File: src/rtl/instr_fetch_unit_if.sv
// Fetch unit bus bundle: redirect, instruction-memory request/response and decode hand-off.
// The master modport is the fetch unit side; slave is the core/memory environment.
interface instr_fetch_unit_if #(
    parameter int unsigned XLEN = 32
);
    logic            redirect_valid;
    logic [XLEN-1:0] redirect_pc;
    logic            imem_req_valid;
    logic [XLEN-1:0] imem_req_addr;
    logic            imem_req_ready;
    logic            imem_rsp_valid;
    logic [XLEN-1:0] imem_rsp_data;
    logic            inst_valid;
    logic [XLEN-1:0] inst_data;
    logic [XLEN-1:0] inst_pc;
    logic            inst_ready;

    modport master (
        input  redirect_valid, redirect_pc, imem_req_ready, imem_rsp_valid, imem_rsp_data, inst_ready,
        output imem_req_valid, imem_req_addr, inst_valid, inst_data, inst_pc
    );

    modport slave (
        output redirect_valid, redirect_pc, imem_req_ready, imem_rsp_valid, imem_rsp_data, inst_ready,
        input  imem_req_valid, imem_req_addr, inst_valid, inst_data, inst_pc
    );
endinterface

File: src/rtl/instr_fetch_unit.sv
// Instruction fetch front end: credit-limited word fetch, in-order instruction buffer, redirect/drain.
// Optional FETCH_PERF_CNT_EN adds perf_fetched / perf_stall counters.
module instr_fetch_unit #(
    parameter int unsigned          XLEN      = 32,
    parameter logic [XLEN-1:0]      RESET_PC  = 32'h0000_0000,
    parameter int unsigned          BUF_DEPTH = 2
) (
    input  logic clk,
    input  logic rst,
    instr_fetch_unit_if.master bus
`ifdef FETCH_PERF_CNT_EN
    ,
    output logic [31:0] perf_fetched,
    output logic [31:0] perf_stall
`endif
);

    localparam int unsigned PTR_W = (BUF_DEPTH > 1) ? $clog2(BUF_DEPTH) : 1;
    localparam int unsigned CNT_W = PTR_W + 1;

    typedef enum logic {
        RUN   = 1'b0,
        DRAIN = 1'b1
    } state_t;

    state_t          state;
    logic [XLEN-1:0] fetch_pc;
    logic [CNT_W-1:0] outstanding;
    logic [CNT_W-1:0] drop;
    logic [CNT_W-1:0] buf_count;
    logic [PTR_W-1:0] buf_head;
    logic [PTR_W-1:0] buf_tail;
    logic [PTR_W-1:0] pq_head;
    logic [PTR_W-1:0] pq_tail;
    logic [XLEN-1:0] buf_pc   [BUF_DEPTH];
    logic [XLEN-1:0] buf_data [BUF_DEPTH];
    logic [XLEN-1:0] pq_pc    [BUF_DEPTH];

    logic             req_valid_c;
    logic             accept_c;
    logic             rsp_c;
    logic             push_c;
    logic             pop_c;
    logic [CNT_W-1:0] occupancy_c;
    logic [CNT_W-1:0] drop_calc_c;

    // Credit: buffered plus in-flight may never exceed the buffer depth.
    assign occupancy_c = buf_count + outstanding;
    assign req_valid_c = !rst && (state == RUN) && !bus.redirect_valid
                         && (occupancy_c < CNT_W'(BUF_DEPTH));
    assign accept_c    = req_valid_c && bus.imem_req_ready;
    assign rsp_c       = bus.imem_rsp_valid;
    assign push_c      = rsp_c && (state == RUN) && !bus.redirect_valid;
    assign pop_c       = (buf_count != '0) && bus.inst_ready && !bus.redirect_valid;
    assign drop_calc_c = outstanding + CNT_W'(accept_c) - CNT_W'(rsp_c);

    assign bus.imem_req_valid = req_valid_c;
    assign bus.imem_req_addr  = fetch_pc;
    assign bus.inst_valid     = (buf_count != '0);
    assign bus.inst_data      = buf_data[buf_head];
    assign bus.inst_pc        = buf_pc[buf_head];

    always_ff @(posedge clk) begin
        if (rst) begin
            state       <= RUN;
            fetch_pc    <= RESET_PC;
            outstanding <= '0;
            drop        <= '0;
            buf_count   <= '0;
            buf_head    <= '0;
            buf_tail    <= '0;
            pq_head     <= '0;
            pq_tail     <= '0;
            for (int i = 0; i < int'(BUF_DEPTH); i++) begin
                buf_pc[i]   <= '0;
                buf_data[i] <= '0;
                pq_pc[i]    <= '0;
            end
        end else begin
            outstanding <= drop_calc_c;

            // PC queue tracks every accepted request, consumed by every response (kept or dropped).
            if (accept_c) begin
                pq_pc[pq_tail] <= fetch_pc;
                pq_tail        <= pq_tail + PTR_W'(1);
            end
            if (rsp_c) begin
                pq_head <= pq_head + PTR_W'(1);
            end
            if (push_c) begin
                buf_pc[buf_tail]   <= pq_pc[pq_head];
                buf_data[buf_tail] <= bus.imem_rsp_data;
            end

            if (bus.redirect_valid) begin
                fetch_pc  <= bus.redirect_pc & ~XLEN'(3);
                buf_head  <= '0;
                buf_tail  <= '0;
                buf_count <= '0;
                drop      <= drop_calc_c;
                state     <= (drop_calc_c != '0) ? DRAIN : RUN;
            end else begin
                if (accept_c) begin
                    fetch_pc <= fetch_pc + XLEN'(4);
                end
                if (push_c) begin
                    buf_tail <= buf_tail + PTR_W'(1);
                end
                if (pop_c) begin
                    buf_head <= buf_head + PTR_W'(1);
                end
                buf_count <= buf_count + CNT_W'(push_c) - CNT_W'(pop_c);
                if ((state == DRAIN) && rsp_c) begin
                    drop <= drop - CNT_W'(1);
                    if (drop == CNT_W'(1)) begin
                        state <= RUN;
                    end
                end
            end
        end
    end

    assert property (@(posedge clk) disable iff (rst)
                     !(push_c && !pop_c && (buf_count == CNT_W'(BUF_DEPTH))))
        else $error("instruction buffer overflow");

`ifdef FETCH_PERF_CNT_EN
    always_ff @(posedge clk) begin
        if (rst) begin
            perf_fetched <= '0;
            perf_stall   <= '0;
        end else begin
            if (pop_c) begin
                perf_fetched <= perf_fetched + 32'd1;
            end
            if (req_valid_c && !bus.imem_req_ready) begin
                perf_stall <= perf_stall + 32'd1;
            end
        end
    end
`endif

endmodule

File: src/flat_wrapper.sv
// flat-port wrapper written by rule: the top's interface ports become plain ports
module instr_fetch_unit_flat 
#(
    parameter int unsigned          XLEN      = 32,
    parameter logic [XLEN-1:0]      RESET_PC  = 32'h0000_0000,
    parameter int unsigned          BUF_DEPTH = 2
)
  (clk, rst, bus_redirect_valid, bus_redirect_pc, bus_imem_req_ready, bus_imem_rsp_valid, bus_imem_rsp_data, bus_inst_ready, bus_imem_req_valid, bus_imem_req_addr, bus_inst_valid, bus_inst_data, bus_inst_pc);
  instr_fetch_unit_if #(.XLEN(XLEN)) bus_i ();
  input  logic clk;
  input  logic rst;
  input wire logic [$bits(bus_i.redirect_valid)-1:0] bus_redirect_valid;
  input wire logic [$bits(bus_i.redirect_pc)-1:0] bus_redirect_pc;
  input wire logic [$bits(bus_i.imem_req_ready)-1:0] bus_imem_req_ready;
  input wire logic [$bits(bus_i.imem_rsp_valid)-1:0] bus_imem_rsp_valid;
  input wire logic [$bits(bus_i.imem_rsp_data)-1:0] bus_imem_rsp_data;
  input wire logic [$bits(bus_i.inst_ready)-1:0] bus_inst_ready;
  output wire logic [$bits(bus_i.imem_req_valid)-1:0] bus_imem_req_valid;
  output wire logic [$bits(bus_i.imem_req_addr)-1:0] bus_imem_req_addr;
  output wire logic [$bits(bus_i.inst_valid)-1:0] bus_inst_valid;
  output wire logic [$bits(bus_i.inst_data)-1:0] bus_inst_data;
  output wire logic [$bits(bus_i.inst_pc)-1:0] bus_inst_pc;
  assign bus_i.redirect_valid = bus_redirect_valid;
  assign bus_i.redirect_pc = bus_redirect_pc;
  assign bus_i.imem_req_ready = bus_imem_req_ready;
  assign bus_i.imem_rsp_valid = bus_imem_rsp_valid;
  assign bus_i.imem_rsp_data = bus_imem_rsp_data;
  assign bus_i.inst_ready = bus_inst_ready;
  assign bus_imem_req_valid = bus_i.imem_req_valid;
  assign bus_imem_req_addr = bus_i.imem_req_addr;
  assign bus_inst_valid = bus_i.inst_valid;
  assign bus_inst_data = bus_i.inst_data;
  assign bus_inst_pc = bus_i.inst_pc;
  instr_fetch_unit #(.XLEN(XLEN), .RESET_PC(RESET_PC), .BUF_DEPTH(BUF_DEPTH)) u_core (.clk(clk), .rst(rst), .bus(bus_i));
endmodule
File: config.mk
export PLATFORM = sky130hd
export DESIGN_NAME = instr_fetch_unit_flat
export DESIGN_NICKNAME = d
export VERILOG_FILES = /design/src/rtl/instr_fetch_unit_if.sv /design/src/rtl/instr_fetch_unit.sv /design/src/flat_wrapper.sv
export SDC_FILE = /design/constraint.sdc
export NUM_CORES = 1
export LEC_CHECK = 0
export ABC_AREA = 1
export CAP_MARGIN = 5
export CORE_ASPECT_RATIO = 1.2
export CORE_MARGIN = 5
export CORE_UTILIZATION = 54
export CTS_CLUSTER_SIZE = 12
export DETAILED_ROUTE_END_ITERATION = 10
export PLACE_DENSITY = 0.9
export SLEW_MARGIN = 20
export SYNTH_ARGS = -nofsm -noshare
export SYNTH_HDL_FRONTEND = slang
export SYNTH_SLANG_ARGS = --single-unit
File: constraint.sdc
create_clock -name clk -period 5.1 [get_ports clk]
set_clock_uncertainty 0.15 [all_clocks]
set_input_delay 0.51 -clock clk [delete_from_list [all_inputs] [get_ports clk]]
set_output_delay 0.51 -clock clk [all_outputs]
set_load 0.01 [all_outputs]
# Word-level counts from Yosys, hierarchy flattened
# Memory sizes are Yosys's and may differ from the RTL's. A register that Yosys moved wholly into a read port is not among the register bits.
# Cells that the tools add are included.
# op_classes
add_sub_neg	11
bitwise_logic	1
n_eq_ne	1
n_mux	31
n_lt_le_gt_ge	1
n_reduce_logical	21
# op_table
cell	count
32-bit two-way mux	5
32-bit OR reduction	3
32-bit by 3-bit adder with 32-bit output, second input constant	1
1-bit two-way mux	24
2-bit nonzero test	5
1-bit logical AND	9
1-bit adder, second input constant	4
2-bit by 1-bit adder with 2-bit output	2
2-bit two-way mux	2
2-bit by 1-bit subtractor with 2-bit output	2
2-bit adder	1
2-bit by 1-bit == test with 1-bit output, second input constant	1
1-bit zero test	2
2-bit < comparator, second input constant	1
2-bit AND reduction	1
2-bit OR reduction	1
2-bit by 1-bit subtractor with 2-bit output, second input constant	1
1-bit inverter	1
# totals
memories	3
mem_bits_rw	192
reg_bits	43
output_inout_bits	98
input_bits	70
word_cells	79
# mem_list
memory	depth	word_bits	read_ports	rd_ports_with_merged_regs	wr	line	rtl
u_core.buf_data	2	32	1	1	2	instr_fetch_unit.sv:36	logic [XLEN-1:0] buf_data [BUF_DEPTH];
u_core.buf_pc	2	32	1	1	2	instr_fetch_unit.sv:35	logic [XLEN-1:0] buf_pc [BUF_DEPTH];
u_core.pq_pc	2	32	1	1	2	instr_fetch_unit.sv:37	logic [XLEN-1:0] pq_pc [BUF_DEPTH];

# Logic depth before layout (Yosys ltp)
# Gate-level depths: netlist of the first run.
# logic_depth
depth_word	10
depth_mapped	12
depth_no_buf	11

# Worst setup path before layout of the first run
# OpenSTA, ideal clock, no wires.
# synth_timing
kind	input-to-reg
from	input bus_redirect_valid
to	memory u_core.buf_data[0][0] (enable)
setup_slack_ps	1764
t_arrival_ps	2765
n_path_buf	3
path_stages	8
setup_time_ps	421
t_required_ps	4529
cell_sequence	buf_6 -> clkinv_4 -> nand2_1 -> nor2_1 -> nand3b_1 -> clkbuf_1 -> buf_2 -> nand2_1
# synth_rtl
element	line	rtl
from (decl)	flat_wrapper.sv:12	input wire logic [$bits(bus_i.redirect_valid)-1:0] bus_redirect_valid;
to (decl)	instr_fetch_unit.sv:36	

==> impl_metrics.toml, run 1 <==
[finish]
register_area_um2 = 6390
drive_gt1_frac = 0.111
syn_to_final_growth_pct = 23.5
multiInputGateArea_um2 = 3490
final_cell_mix = "nor2_1 (260), edfxtp_1 (184), nand2_1 (166)"
fillCellCount = 1370
final_common_cell = "nor2_1"
nNetsFinal = 1253
final_core_util = 0.682
antenna_cells = 0

[synth]
yosysWarnings = 0
synthSimpleGateAreaFrac = 0.198
synthXorXnorAreaFrac = 0.0101
synth_area_um2 = 10500
synth_fa_ha_area_frac = 0.00718
synth_top_family_by_area = "simple AND/OR/NAND/NOR gates"
synthMuxAreaShare = 0.0955
synth_area_leader_cell = "edfxtp_1"
ys_types = 35
ys_seq_area_frac = 0.611
synth_top_area_frac = 0.529
yosys_register_bits = 227
synth.area.top_cells = "edfxtp_1 (53%), nor2_1 (9.3%), dfxtp_1 (8.2%), mux2_2 (6.7%), nand2_1 (6.0%)"
synthCells = 1024
avgSynthCellArea_um2 = 10.2
synth_compound_area_frac = 0.0209

[clock_tree]
clock_latency_ps = 500
cts_setup_buffers = 0
cts_root_buffer = "clkbuf_16"
ctsHoldBuffers = 0
cts_sinks = 227
cts_resized = 0
cts_tree = "yes"
clk_path_buf_depth = 3
cts_made_buffers = 23
clkTransAtPathRegs_ps = 60
htreeDepth = 1

[grt]
grt_max_degree = 63
antenna_found_initial = 0
overflow = 0
grt_pass1_vias = 7646
grt_pass1_wl_um = 36900
grt.total_usage = 0.206

[placement]
dp_hpwl_um = 15500
globalplace.congestion = 0.915
port_buffers = 161

[sta]
setup_viol = 0
relSlewSlack = 0.429
fmax_mhz = 317
slew_viol_final = 0
period_minus_slack_ps = 3160
fin_crit_sh = 0.619
hold_viol_final = 0
rsz0062_at_grt = "no"
tightestPinTransition_ps = 857
fin_setup_tns_ps = 0

[hold_path]
hold_class = "flip-flop to flip-flop"
min_from = "u_core.pq_tail"
hold_path_depth = 2
hold_end = "u_core.pq_tail"

[die]
die_width_um = 137
core_area_um2 = 18900
die_y_um = 162
io_pins = 168
fp.dieArea_um2 = 22300
rows = 55
start_util = 0.552

[setup_path]
worstSetupStartpointType = "flip-flop"
worstPathArrival_ps = 2500
timing.rr.start = "u_core.state"
worstRegToRegCells = 4
r2r_end = "u_core.buf_data[0][26]"
path_class = "flip-flop to primary output"
worstPathRequired_ps = 4440
end_kind = "primary output"
critPathMaxFanout = 46
r2r_setup_slack_ps = 2630

[routing]
vias_per_cell = 5.10
ant_nets = 0
vias = 7394
drt_iter0_drc = 474
routed_wl_um = 23000
drc = 0
firstDrtPassIters = 5
wl_per_cell_um = 15.9

[pwr]
p_leak_nw = 4.97
powerDensity_nw_per_um2 = 320
peakVddDrop_mv = 0.219

[flow_run]
maxCapViolCount = 0

[status]
status = "finished clean"
cell families (layout without fill, tap and decap cells):
family / count (synthesis) / in the layout
mux: 92 / 92
compound gates: 39 / 39
buf+inv: 141 / 307
simple gates: 506 / 506
fa+ha+maj: 6 / 6
other cells: 1 / 4
xor+xnor: 12 / 12
flops: 227 / 227
report_power, final:
part	switching [mW]	internal (mW)
registers	0.0547	2.11
clock network	0.643	0.843
logic	0.255	0.228
total	0.952	3.18
registers in the layout (all words and copies together) (netlist names), named ones only:
name and flops:
u_core.buf_count 2, u_core.buf_head 1, u_core.drop 2, u_core.pq_pc 60, u_core.buf_pc 60, u_core.pq_tail 1
u_core.state 1, u_core.buf_data 64, u_core.outstanding 2, u_core.pq_head 1, u_core.buf_tail 1, u_core.bus.imem_req_addr 30
worst max-delay path: stages, from the launching register on:
cell	delay [ps]
dfxtp_4	740
buf_4	380
mux2_2	370
clkdlybuf4s50_1	490
cell type report:
class | instances | area share
clock buffer | 38 | 0.0490
clock inverter | 3 | 0.00145
inverter | 92 | 0.0271
multi-input combinational | 659 | 0.270
sequential | 227 | 0.495
tap | 256 | 0.0248
timing repair buffer | 174 | 0.132
metal layers:
metal | vias to the layer above | wire length [µm] | track usage
met1 | 3469 | 9020 | 0.246
li1 | 3641 | - | -
met3 | 49 | 1360 | 0.0278
met2 | 235 | 12000 | 0.382
met4 | 0 | 598 | 0.0658
met5 | - | 0 | 0
worst max path at each step:
stage	from	to	slack [ps]	depth (start not counted)
2_1_floorplan	bus_redirect_valid	u_core.buf_data[0][0]	1760	8
3_3_place_gp	rst	u_core.pq_pc[1][25]	1670	11
3_5_place_dp	rst	u_core.pq_pc[1][24]	1660	11
4_1_cts	flip-flop	bus_inst_data[29]	1500	3
5_1_grt	flip-flop	bus_inst_data[16]	1830	3
6_report	flip-flop	bus_inst_data[16]	1940	3
cells in the mapped netlist:
cell type	instances
or2_2	1
mux2i_1	30
o21bai_1	1
nand3b_1	3
mux2_2	62
dfxtp_1	43
nand3_1	45
ha_1	6
nor2_2	21
or2_1	1
and2_1	1
o21a_1	6
a31oi_1	1
nand4_4	1
nand3_2	1
conb_1	1
nor2_4	1
clkbuf_1	27
o21ai_0	13
xnor2_1	4
inv_2	2
inv_1	89
nand2_4	1
xor2_1	8
edfxtp_1	184
a21oi_1	16
nand2_1	168
a21boi_0	2
nor2_1	260
buf_4	5
buf_1	1
buf_6	4
nor3_1	2
clkinv_4	1
buf_2	12
through the flow:
| step | hold WS (ps) | std cells | setup slack, ps | area [µm²] | total power, mW |
|---|---|---|---|---|---|
| 6_report | 345 | 1449 | 1940 | 12900 | 4.13 |
| 5_1_grt | 380 | 1449 | 1830 | 12900 | 4.30 |
| 4_1_cts | 337 | 1449 | 1500 | 12900 | 4.16 |
| 3_5_place_dp | 329 | 1408 | 1660 | 12300 | 2.68 |
| 3_3_place_gp | 308 | 1408 | 1670 | 12300 | 2.66 |
| 2_1_floorplan | 301 | 1027 | 1760 | 10500 | 2.46 |
Power figures use the tool's default switching activity.
==> run 2: changes to the inputs <==
- CORE_UTILIZATION: 54 -> 49
- PLACE_DENSITY: 0.9 -> 0.87
- clock period: 5.1 -> 2.6 ns (I/O delays scaled with it)
==> run 2 against run 1 <==
Compared with the run above:
- final cell count up 1.6%
- cell area up 1.5%
- routed wire length down 0.30%
- largest power group unchanged
==> impl_metrics.toml, run 2 (same netlist as run 1, synthesis figures left out) <==
[status]
status = "finished clean"

[pwr]
peakVddDrop_mv = 0.393
p_leak_nw = 5.06
powerDensity_nw_per_um2 = 620

[routing]
vias = 7396
drt_iter0_drc = 409
ant_nets = 0
firstDrtPassIters = 4
wl_per_cell_um = 15.6
routed_wl_um = 22900
vias_per_cell = 5.02
drc = 0

[sta]
rsz0062_at_grt = "no"
setup_viol = 0
tightestPinTransition_ps = 516
holdWs_ps = 259
fin_setup_tns_ps = 0
relSlewSlack = 0.656
hold_viol_final = 0
slew_viol_final = 0
fmax_mhz = 396
fin_crit_sh = 0.972
period_minus_slack_ps = 2530

[setup_path]
worstSetupStartpointType = "flip-flop"
worstPathArrival_ps = 2120
end_kind = "primary output"
critPathMaxFanout = 62
worstPathRequired_ps = 2190
path_class = "flip-flop to primary output"

[grt]
grt_pass1_wl_um = 37100
grt.total_usage = 0.187
overflow = 0
grt_max_degree = 63
antenna_found_initial = 0
grt_pass1_vias = 7567

[finish]
final_core_util = 0.625
final_cell_mix = "nor2_1 (260), edfxtp_1 (184), nand2_1 (166)"
final_cell_area_um2 = 13100
drive_gt1_frac = 0.117
fin_cells = 1472
largest_reg_flops = 64
final_common_cell = "nor2_1"
syn_to_final_growth_pct = 25.4
antenna_cells = 0
nNetsFinal = 1262
top_regs = "u_core.buf_data: 64 flops, u_core.buf_pc: 60 flops, u_core.pq_pc: 60 flops"
regMostFlops = "u_core.buf_data"

[die]
core_area_um2 = 21000
start_util = 0.498
fp.dieArea_um2 = 24400
io_pins = 168
rows = 58
die_width_um = 143
die_y_um = 170

[flow_run]
maxCapViolCount = 0

[clock_tree]
clkTransAtPathRegs_ps = 60
cts_sinks = 227
ctsHoldBuffers = 0
clock_latency_ps = 500
cts_setup_buffers = 0
cts_tree = "yes"
cts_root_buffer = "clkbuf_16"
htreeDepth = 1
cts_made_buffers = 23
cts_resized = 0
clk_path_buf_depth = 3

[placement]
dp_hpwl_um = 15900
port_buffers = 161
place_area_um2 = 12500
placedCellCount = 1431
globalplace.congestion = 0.939

[hold_path]
hold_class = "input pin to flip-flop"
==> run 2: final cells by class <==
| class | instances | area [µm²] |
|---|---|---|
| Timing Repair Buffer | 183 | 1890 |
| Clock buffer | 38 | 642 |
| Sequential cell | 227 | 6390 |
| Inverter | 92 | 350 |
| Tap cell | 270 | 338 |
| Clock inverter | 3 | 12.5 |
| Multi-Input combinational cell | 659 | 3490 |
| Fill cell | 1669 | 7870 |
==> run 2: power by group <==
group,internal (mW),switching [mW]
clock,1.67,1.24
sequential,4.13,0.104
combinational,0.476,0.504
==> run 2: critical path: stages (launching register included) <==
cell,delay [ps]
dfxtp_2,340
buf_12,280
mux2_2,420
clkdlybuf4s50_1,490
==> run 2: worst paths after layout <==
| kind | startpoint | depth (start not counted) | slack [ps] | end |
|---|---|---|---|---|
| worst max-delay path | flip-flop | 3 | 70 | bus_inst_pc[24] |
| worst min-delay path | bus_redirect_pc[14] | 5 | 260 | u_core.bus.imem_req_addr[14] |
| worst max register to register | u_core.bus.imem_req_addr[3] | 11 | 460 | u_core.bus.imem_req_addr[22] |
| worst min register to register | u_core.buf_head | 2 | 310 | flip-flop |
==> run 2: metrics by stage <==
stage	setup WS [ps]	total power [mW]
floorplan	119	4.81
global placement	239	5.26
detailed placement	214	5.29
CTS	70.1	8.20
global route	37.0	8.46
finish	73.8	8.12
==> run 2: per-layer routing <==
metal	wire length, µm	track usage	vias to the layer above
met5	0	0	-
met4	597	0.0590	0
met3	1270	0.0236	42
met2	11700	0.339	229
met1	9330	0.234	3461
li1	-	-	3664
